**src/rtl/uart_frame_tx_if.sv**
```systemverilog
// Handshake bundle for uart_frame_tx: host control, FIFO read port and serial line.
// master = host/FIFO side, slave = the transmitter.
interface uart_frame_tx_if;
  logic       start;
  logic       abort;
  logic       rd_req;
  logic [7:0] rd_data;
  logic       txd;
  logic       busy;
  logic       done;

  modport master (output start, abort, rd_data, input rd_req, txd, busy, done);
  modport slave  (input start, abort, rd_data, output rd_req, txd, busy, done);
endinterface

```
**src/rtl/uart_frame_tx.sv**
```systemverilog
// 8N1 frame transmitter: sync header, NUM_BYTES pixels prefetched from a FIFO, back-to-back.
// Define UART_FRAME_CSUM_EN to append an XOR checksum byte of the pixels before finishing.
module uart_frame_tx #(
  parameter int         CLK_DIV   = 1302,
  parameter int         NUM_BYTES = 307200,
  parameter int         CNT_W     = 19,
  parameter logic [7:0] SYNC0     = 8'hA5,
  parameter logic [7:0] SYNC1     = 8'h5A
) (
  input  logic            clk,
  input  logic            rst,
  uart_frame_tx_if.slave  bus
);

  localparam int              CYC_W    = (CLK_DIV > 1) ? $clog2(CLK_DIV) : 1;
  localparam logic [CYC_W-1:0] CYC_LAST = CYC_W'(CLK_DIV - 1);
  localparam logic [CYC_W-1:0] CYC_PRE  = CYC_W'(CLK_DIV - 2);
  localparam logic [CNT_W-1:0] PIX_LAST = CNT_W'(NUM_BYTES - 1);

  typedef enum logic [2:0] {
    S_IDLE,
    S_HDR0,
    S_HDR1,
    S_PIX,
`ifdef UART_FRAME_CSUM_EN
    S_CSUM,
`endif
    S_FIN
  } state_e;

  state_e           state_q, state_d;
  logic [CYC_W-1:0] cyc_q, cyc_d;
  logic [3:0]       bit_q, bit_d;     // 0 = start, 1..8 = data, 9 = stop
  logic [7:0]       data_q, data_d;
  logic [CNT_W-1:0] pix_q, pix_d;
  logic             abort_q, abort_d;
`ifdef UART_FRAME_CSUM_EN
  logic [7:0]       csum_q, csum_d;
`endif

  logic abort_now, bit_end, byte_end, last_pix, next_is_pix;

  always_comb begin
    // NOTE: every combinational output gets a default first so no path infers a latch.
    state_d    = state_q;
    cyc_d      = cyc_q;
    bit_d      = bit_q;
    data_d     = data_q;
    pix_d      = pix_q;
    abort_d    = abort_q;
`ifdef UART_FRAME_CSUM_EN
    csum_d     = csum_q;
`endif
    bus.rd_req = 1'b0;
    bus.txd    = 1'b1;
    bus.busy   = (state_q != S_IDLE) && (state_q != S_FIN);
    bus.done   = (state_q == S_FIN);

    abort_now   = abort_q | bus.abort;
    bit_end     = (cyc_q == CYC_LAST);
    byte_end    = bit_end && (bit_q == 4'd9);
    last_pix    = (pix_q == PIX_LAST);
    next_is_pix = (state_q == S_HDR1) || ((state_q == S_PIX) && !last_pix);

    case (state_q)
      S_IDLE: begin
        if (bus.start) begin
          state_d = S_HDR0;
          cyc_d   = '0;
          bit_d   = 4'd0;
          data_d  = SYNC0;
          pix_d   = '0;
          abort_d = 1'b0;
`ifdef UART_FRAME_CSUM_EN
          csum_d  = 8'h00;
`endif
        end
      end
      S_FIN: state_d = S_IDLE;
      default: begin
        if (bit_q == 4'd0)      bus.txd = 1'b0;
        else if (bit_q != 4'd9) bus.txd = data_q[0];
        abort_d = abort_now;

        // Fetch one cycle early so the pixel lands in the shift register on the final stop cycle.
        if ((bit_q == 4'd9) && (cyc_q == CYC_PRE) && next_is_pix && !abort_q)
          bus.rd_req = 1'b1;

        if (bit_end) begin
          cyc_d = '0;
          bit_d = bit_q + 4'd1;
          if ((bit_q != 4'd0) && (bit_q != 4'd9)) data_d = data_q >> 1;
        end else begin
          cyc_d = cyc_q + 1'b1;
        end

        if (byte_end) begin
          bit_d = 4'd0;
          if (abort_now) begin
            state_d = S_IDLE;
          end else begin
            case (state_q)
              S_HDR0: begin
                state_d = S_HDR1;
                data_d  = SYNC1;
              end
              S_HDR1: begin
                state_d = S_PIX;
                data_d  = bus.rd_data;
`ifdef UART_FRAME_CSUM_EN
                csum_d  = csum_q ^ bus.rd_data;
`endif
              end
              S_PIX: begin
                if (last_pix) begin
`ifdef UART_FRAME_CSUM_EN
                  state_d = S_CSUM;
                  data_d  = csum_q;
`else
                  state_d = S_FIN;
`endif
                end else begin
                  pix_d  = pix_q + 1'b1;
                  data_d = bus.rd_data;
`ifdef UART_FRAME_CSUM_EN
                  csum_d = csum_q ^ bus.rd_data;
`endif
                end
              end
`ifdef UART_FRAME_CSUM_EN
              S_CSUM: state_d = S_FIN;
`endif
              default: state_d = S_IDLE;
            endcase
          end
        end
      end
    endcase
  end

  always_ff @(posedge clk) begin
    // NOTE: state registers use non-blocking assignments so all flops update together.
    if (rst) begin
      state_q <= S_IDLE;
      cyc_q   <= '0;
      bit_q   <= 4'd0;
      data_q  <= 8'h00;
      pix_q   <= '0;
      abort_q <= 1'b0;
`ifdef UART_FRAME_CSUM_EN
      csum_q  <= 8'h00;
`endif
    end else begin
      state_q <= state_d;
      cyc_q   <= cyc_d;
      bit_q   <= bit_d;
      data_q  <= data_d;
      pix_q   <= pix_d;
      abort_q <= abort_d;
`ifdef UART_FRAME_CSUM_EN
      csum_q  <= csum_d;
`endif
    end
  end

endmodule

```
**src/flat_wrapper.sv**
```systemverilog
// flat-port wrapper written by rule: the top's interface ports become plain ports
module uart_frame_tx_flat 
#(
  parameter int         CLK_DIV   = 1302,
  parameter int         NUM_BYTES = 307200,
  parameter int         CNT_W     = 19,
  parameter logic [7:0] SYNC0     = 8'hA5,
  parameter logic [7:0] SYNC1     = 8'h5A
)
  (clk, rst, bus_start, bus_abort, bus_rd_data, bus_rd_req, bus_txd, bus_busy, bus_done);
  uart_frame_tx_if bus_i ();
  input  logic clk;
  input  logic rst;
  input wire logic [$bits(bus_i.start)-1:0] bus_start;
  input wire logic [$bits(bus_i.abort)-1:0] bus_abort;
  input wire logic [$bits(bus_i.rd_data)-1:0] bus_rd_data;
  output wire logic [$bits(bus_i.rd_req)-1:0] bus_rd_req;
  output wire logic [$bits(bus_i.txd)-1:0] bus_txd;
  output wire logic [$bits(bus_i.busy)-1:0] bus_busy;
  output wire logic [$bits(bus_i.done)-1:0] bus_done;
  assign bus_i.start = bus_start;
  assign bus_i.abort = bus_abort;
  assign bus_i.rd_data = bus_rd_data;
  assign bus_rd_req = bus_i.rd_req;
  assign bus_txd = bus_i.txd;
  assign bus_busy = bus_i.busy;
  assign bus_done = bus_i.done;
  uart_frame_tx #(.CLK_DIV(CLK_DIV), .NUM_BYTES(NUM_BYTES), .CNT_W(CNT_W), .SYNC0(SYNC0), .SYNC1(SYNC1)) u_core (.clk(clk), .rst(rst), .bus(bus_i));
endmodule
```
**config.mk**
```make
export PLATFORM = sky130hd
export DESIGN_NAME = uart_frame_tx_flat
export DESIGN_NICKNAME = d
export VERILOG_FILES = /design/src/rtl/uart_frame_tx_if.sv /design/src/rtl/uart_frame_tx.sv /design/src/flat_wrapper.sv
export SDC_FILE = /design/constraint.sdc
export NUM_CORES = 1
export LEC_CHECK = 0
export ABC_AREA = 1
export CORE_MARGIN = 1.5
export CORE_UTILIZATION = 24
export CTS_CLUSTER_DIAMETER = 60
export DETAILED_ROUTE_END_ITERATION = 12
export SYNTH_ARGS = -nofsm -noshare
export SYNTH_HDL_FRONTEND = slang
export SYNTH_SLANG_ARGS = --single-unit
export TNS_END_PERCENT = 30
```
**constraint.sdc**
```tcl
create_clock -name clk -period 3.1 [get_ports clk]
set_input_delay 0.62 -clock clk [delete_from_list [all_inputs] [get_ports clk]]
set_output_delay 0.62 -clock clk [all_outputs]
set_load 0.01 [all_outputs]
```
Word level (Yosys, flattened, before mapping) --
Cells that the tools add are included.
Storage, ports and cells: register bits after elaboration 46, input bits 12, output and inout bits 4
Operators by class: add/subtract/negate cells 3, equal/unequal tests 14, mux-type cells 34, bitwise operators 2, reductions and logical operators 23
Operators with widths (count):
- 2-to-1 mux 19 bit | 5
- 2-to-1 mux 8 bit | 6
- case mux 19 bit (2 select lines) | 1
- case mux 8 bit (3 select lines) | 1
- equality test 11 bit, second input constant | 2
- 2-to-1 mux 11 bit | 2
- case mux 11 bit (2 select lines) | 1
- adder 19 x 1 -> 19 bit, second input constant | 1
- equality test 19 bit, second input constant | 1
- case mux 8 bit (2 select lines) | 1
- 2-to-1 mux 3 bit | 4
- 2-to-1 mux 4 bit | 3
- adder 11 x 1 -> 11 bit, second input constant | 1
- case mux 3 bit (3 select lines) | 1
- nonzero test 3 bit | 3
- case mux 4 bit (2 select lines) | 1
- logical AND 1 bit | 7
- equality test 3 x 2 -> 1 bit, second input constant | 2
- 2-to-1 mux 1 bit | 6
- inequality test 2 bit, second input constant | 3
- case mux 3 bit (2 select lines) | 1
- AND reduction 3 bit | 2
- AND reduction 6 bit | 1
- inequality test 5 x 3 -> 1 bit, second input constant | 1
- 17 further kinds | 19

Depth between registers and ports, before layout --
depth in word-level cells 9, depth in mapped cells 14, gate-level depth less buffers 14

Worst setup path before layout --
No wires, ideal clock.
path type register to output, from register u_core.pix_q[0], to output bus_rd_req, arrival time 1521 ps, setup slack 959 ps, stages on the path, launching flop included 10, path buffers 0, cells stage by stage dfxtp_1 > ha_1 > inv_1 > nor2_1 > nand2_1 > nor2_1 > nand2_1 > nand2_1 > nand2_1 > nor3b_1
Between the ends: word-level cells in the longest chain between the ends 8
RTL lines:
- from (decl) | line uart_frame_tx.sv:35 | logic [CNT_W-1:0] pix_q, pix_d;
- from (signal assigned) | line uart_frame_tx.sv:158 | pix_q <= pix_d;
- equality test 19 bit | line uart_frame_tx.sv:62 | last_pix = (pix_q == PIX_LAST);
- logical NOT 1 bit | line uart_frame_tx.sv:63 | next_is_pix = (state_q == S_HDR1) || ((state_q == S_PIX) && !last_pix);
- logical AND 1 bit | line uart_frame_tx.sv:63
- logical OR 1 bit | line uart_frame_tx.sv:63
- logical AND 1 bit (2 in series) | line uart_frame_tx.sv:86 | if ((bit_q == 4'd9) && (cyc_q == CYC_PRE) && next_is_pix && !abort_q)
- 2-to-1 mux 1 bit | line uart_frame_tx.sv:86
- 2-to-1 mux 1 bit | line uart_frame_tx.sv:65 | case (state_q)
- to (decl) | line flat_wrapper.sv:17 | output wire logic [$bits(bus_i.rd_req)-1:0] bus_rd_req;
No other way between the ends.

Worst setup path in the final report --
Same ends and word-level chain as after synthesis.

==> summary.txt <==
Worst setup path
  • R2r endpoint: u_core.pix_q[7]$_SDFFE_PP0P_
  • FF-to-FF Start: u_core.pix_q[0]$_SDFFE_PP0P_
  • Worst Reg-to-Reg Cells: 14
  • Flop2flop setup slack: 0.93 ns
  • CP required: 2.48 ns
  • Worst EP arrival: 2.00 ns
  • CP endpoint kind: output port
  • Startpoint Class: flop
  • Crit-path max FO: 4
  • Kind of critical path: flop to output port

Synth
  • Ys Warns: 0
  • Post-synthesis sequential area ratio: 31.24%
  • Cell area after synthesis: 0.002948 mm2
  • Synthesized flop and latch total: 46
  • Distinct cells, synth: 37
  • Synthesized area per cell: ~6.8 um2
  • Mapped Cells: 434
  • Syn Nets: ~450

Cells and area
  • Post-route design area: 0.003371 mm2
  • Nets: ~470
  • Area Overhead vs Synth: 14.35%
  • Antenna Diode Count: 0
  • Non-filler cells, final: 597
  • Share of cells above drive strength 1: 10.44%

STA
  • Max frequency: about 0.38 GHz
  • Final cycle utilization of the critical path: between 80% and 90%
  • Unrepaired setup endpoints after global routing: false
  • Fin Setup TNS: 0 ns
  • Fin Clk Skew: 0.01261 ns
  • Hold slack: 0.4755 ns
  • Final Critical Period: 2.617 ns
  • Final Hold Vio Count: 0
  • Worst-margin pin slew: 0.5114 ns
  • Slew Limit Fails: 0
  • Slew margin rel.: 65.87%
  • Setup Viol. Count Final: 0

Placed design
  • Dpl cells: around 600
  • Final RePlAce weighted congestion: 0.8599
  • Buffers on Ports: 15
  • Placed cell areas: 0.003219 mm2
  • DP HPWL: 5265 um

Clock network
  • Bufs on Longest Clock Path: 2
  • Root buffer cell: clkbuf_16
  • Post-CTS Setup Bufs: 0
  • TritonCTS buffer count: 5
  • Clk sinks: 46
  • CTS tree: built
  • H-Tree Depth: 2
  • Skew-Pair Late Insertion Delay: 0.29 ns
  • Post-cts resize count: 0
  • Clock slew at reported path FFs: 0.07 ns
  • Hold-fix buffers, CTS: 0

Floorplanning
  • Die X-Extent: between 100 and 150 um
  • CORE AREA: between 0.01 and 0.015 mm2
  • Std cell rows: 40
  • Die ar.: around 0.013 mm2
  • Initial Util: 24.54%
  • Die Ht: 113.8 um
  • Top Ports: 16

Route
  • Met2 routed WL: 3446 um
  • Final ANT Viol Nets: 0
  • DR DRC count: 0
  • Max Used Layer: met4
  • WL met1: ~3300 um
  • First-pass DRT Iterations: 4
  • Via/cell ratio: 4.714
  • Drt wl/cell: 11.85 um
  • Vias: 2814
  • Met3 wire len: 264 um
  • DRT iter0 DRCs: 298
  • Drt total wl: 7075 um

Pwr
  • Post-layout power: ~2.2 mW
  • PD cells: 638.4 mW/mm2
  • VDD IR max: 0.0002748 V
  • LEAKAGE: 1.185 nW

Hold path
  • Worst hold stages: 2
  • HP Class: flop to flop
  • Hold Startpoint: u_core.abort_q$_SDFFE_PP0P_
  • Hold Path End: u_core.abort_q$_SDFFE_PP0P_

GRT
  • Number of global-route vias before repair: 2693
  • Gr usage total: a little under an eighth
  • First-pass GRT wire length: 12280 um
  • Initial antenna violation count: 0
  • Gr ovfl total: 0
  • Pin count of the biggest net entering global routing: 30

Outcome
  • Status: finished, final reports clean

Flow run
  • Max Cap Viol: 0
==> placed cells by master (no fill, tap or decap) <==
cell               n
a21oi_1           21
a21oi_2           11
a221oi_1           5
a31o_2             1
a31oi_1            1
buf_4              3
clkbuf_16          5
clkdlybuf4s50_1   14
clkinvlp_4         2
dfxtp_1           46
dlymetal6s2s_1     1
ha_1               7
inv_1             47
inv_2              1
inv_4              2
inv_6              1
nand2_1          113
nand2_2            6
nand2_4            2
nand3_1           42
nand3_2            1
nand3b_1           3
nand4_1            5
nand4_2            1
nor2_1            40
nor2_2             1
nor2_4             3
nor3_1            19
nor3b_1            3
nor3b_2            2
o211ai_1           3
o21ai_0           19
o21ai_1            1
o21ai_2            2
o21ai_4            2
o221a_2            1
xnor2_1            4
xor2_1             9
==> worst max-delay path, stage by stage, from the launching register on <==
cell and delay (ns):
dfxtp_1 0.37, ha_1 0.21, inv_1 0.10, nor2_1 0.19, nand2_1 0.14, nor2_1 0.12, nand2_1 0.09, nand2_1 0.08
nand2_1 0.08, nor3b_1 0.15, dlymetal6s2s_1 0.17
==> per-layer routing <==
layer,vias to the layer above,global-route usage (%)
li1,1450,-
met1,1315,14.35
met2,43,20.08
met3,6,2.391
met4,0,3.833
met5,-,0
==> Yosys cell counts (all sizes together) <==
master / count / area share [%]
a21oi: 32 / 6.8
a221oi: 5 / 1.5
a31o: 1 / 0.30
a31oi: 1 / 0.21
buf: 5 / 2.2
clkbuf: 5 / 0.64
dfxtp: 46 / 31
ha: 7 / 3.0
inv: 50 / 6.5
nand2: 121 / 16
nand3: 43 / 7.5
nand3b: 3 / 0.76
nand4: 6 / 1.5
nor2: 44 / 6.5
nor3: 19 / 3.2
nor3b: 5 / 1.6
o211ai: 3 / 0.76
o21ai: 24 / 5.1
o221a: 1 / 0.38
xnor2: 4 / 1.2
xor2: 9 / 2.7
==> how the worst max path moves through the flow <==
| stage | slack [ns] | endpoint | from |
|---|---|---|---|
| after floorplan | 0.96 | bus_rd_req | u_core.pix_q[0]$_SDFFE_PP0P_ |
| after CTS | 0.16 | bus_rd_req | u_core.pix_q[0]$_SDFFE_PP0P_ |
| after global placement | 0.54 | bus_rd_req | u_core.pix_q[0]$_SDFFE_PP0P_ |
| final | 0.48 | bus_rd_req | u_core.pix_q[0]$_SDFFE_PP0P_ |
| after detailed placement | 0.49 | bus_rd_req | u_core.pix_q[0]$_SDFFE_PP0P_ |
| after global routing | 0.28 | bus_rd_req | u_core.pix_q[0]$_SDFFE_PP0P_ |
==> state kept, by name, summed over array words and instances (netlist names) <==
name,count
u_core.abort_q,1
u_core.bit_q,4
u_core.cyc_q,11
u_core.data_q,8
u_core.pix_q,19
u_core.state_q,3
==> power by group <==
group	total, mW	switching [mW]	internal, mW
Sequential	0.725	0.0692	0.656
Combinational	0.877	0.621	0.256
Clock	0.550	0.248	0.302
Total	2.15	0.938	1.21
==> cell type report <==
cell class | count | area, um2
flip-flops and latches | 46 | 920.9
fillers | 1323 | 8641
inverters | 50 | 192.7
clock buffers | 5 | 125.1
multi-input cells | 328 | 1749
well taps | 147 | 183.9
repair buffers | 18 | 175.2
clock inverters | 3 | 23.77
==> logic make-up (layout without fill, tap and decap cells) <==
group	count (synthesis)	after routing	share of synthesized area (%)
xor gates and xnor gates	13	13	3.863
AOI/OAI and AO/OA	67	67	15.07
adders and majority gates	7	7	2.971
and+or+nand+nor	241	241	37.44
buffers and inverters	60	76	9.423
DFF	46	46	31.24
==> through the flow <==
step	setup slack, ns	utilization, %
finish	0.4828	28.06
global route	0.2779	28.06
CTS	0.1564	28.04
detailed placement	0.4903	26.80
global placement	0.5423	26.80
floorplan	0.9588	-
Power figures use the tool's default switching activity.
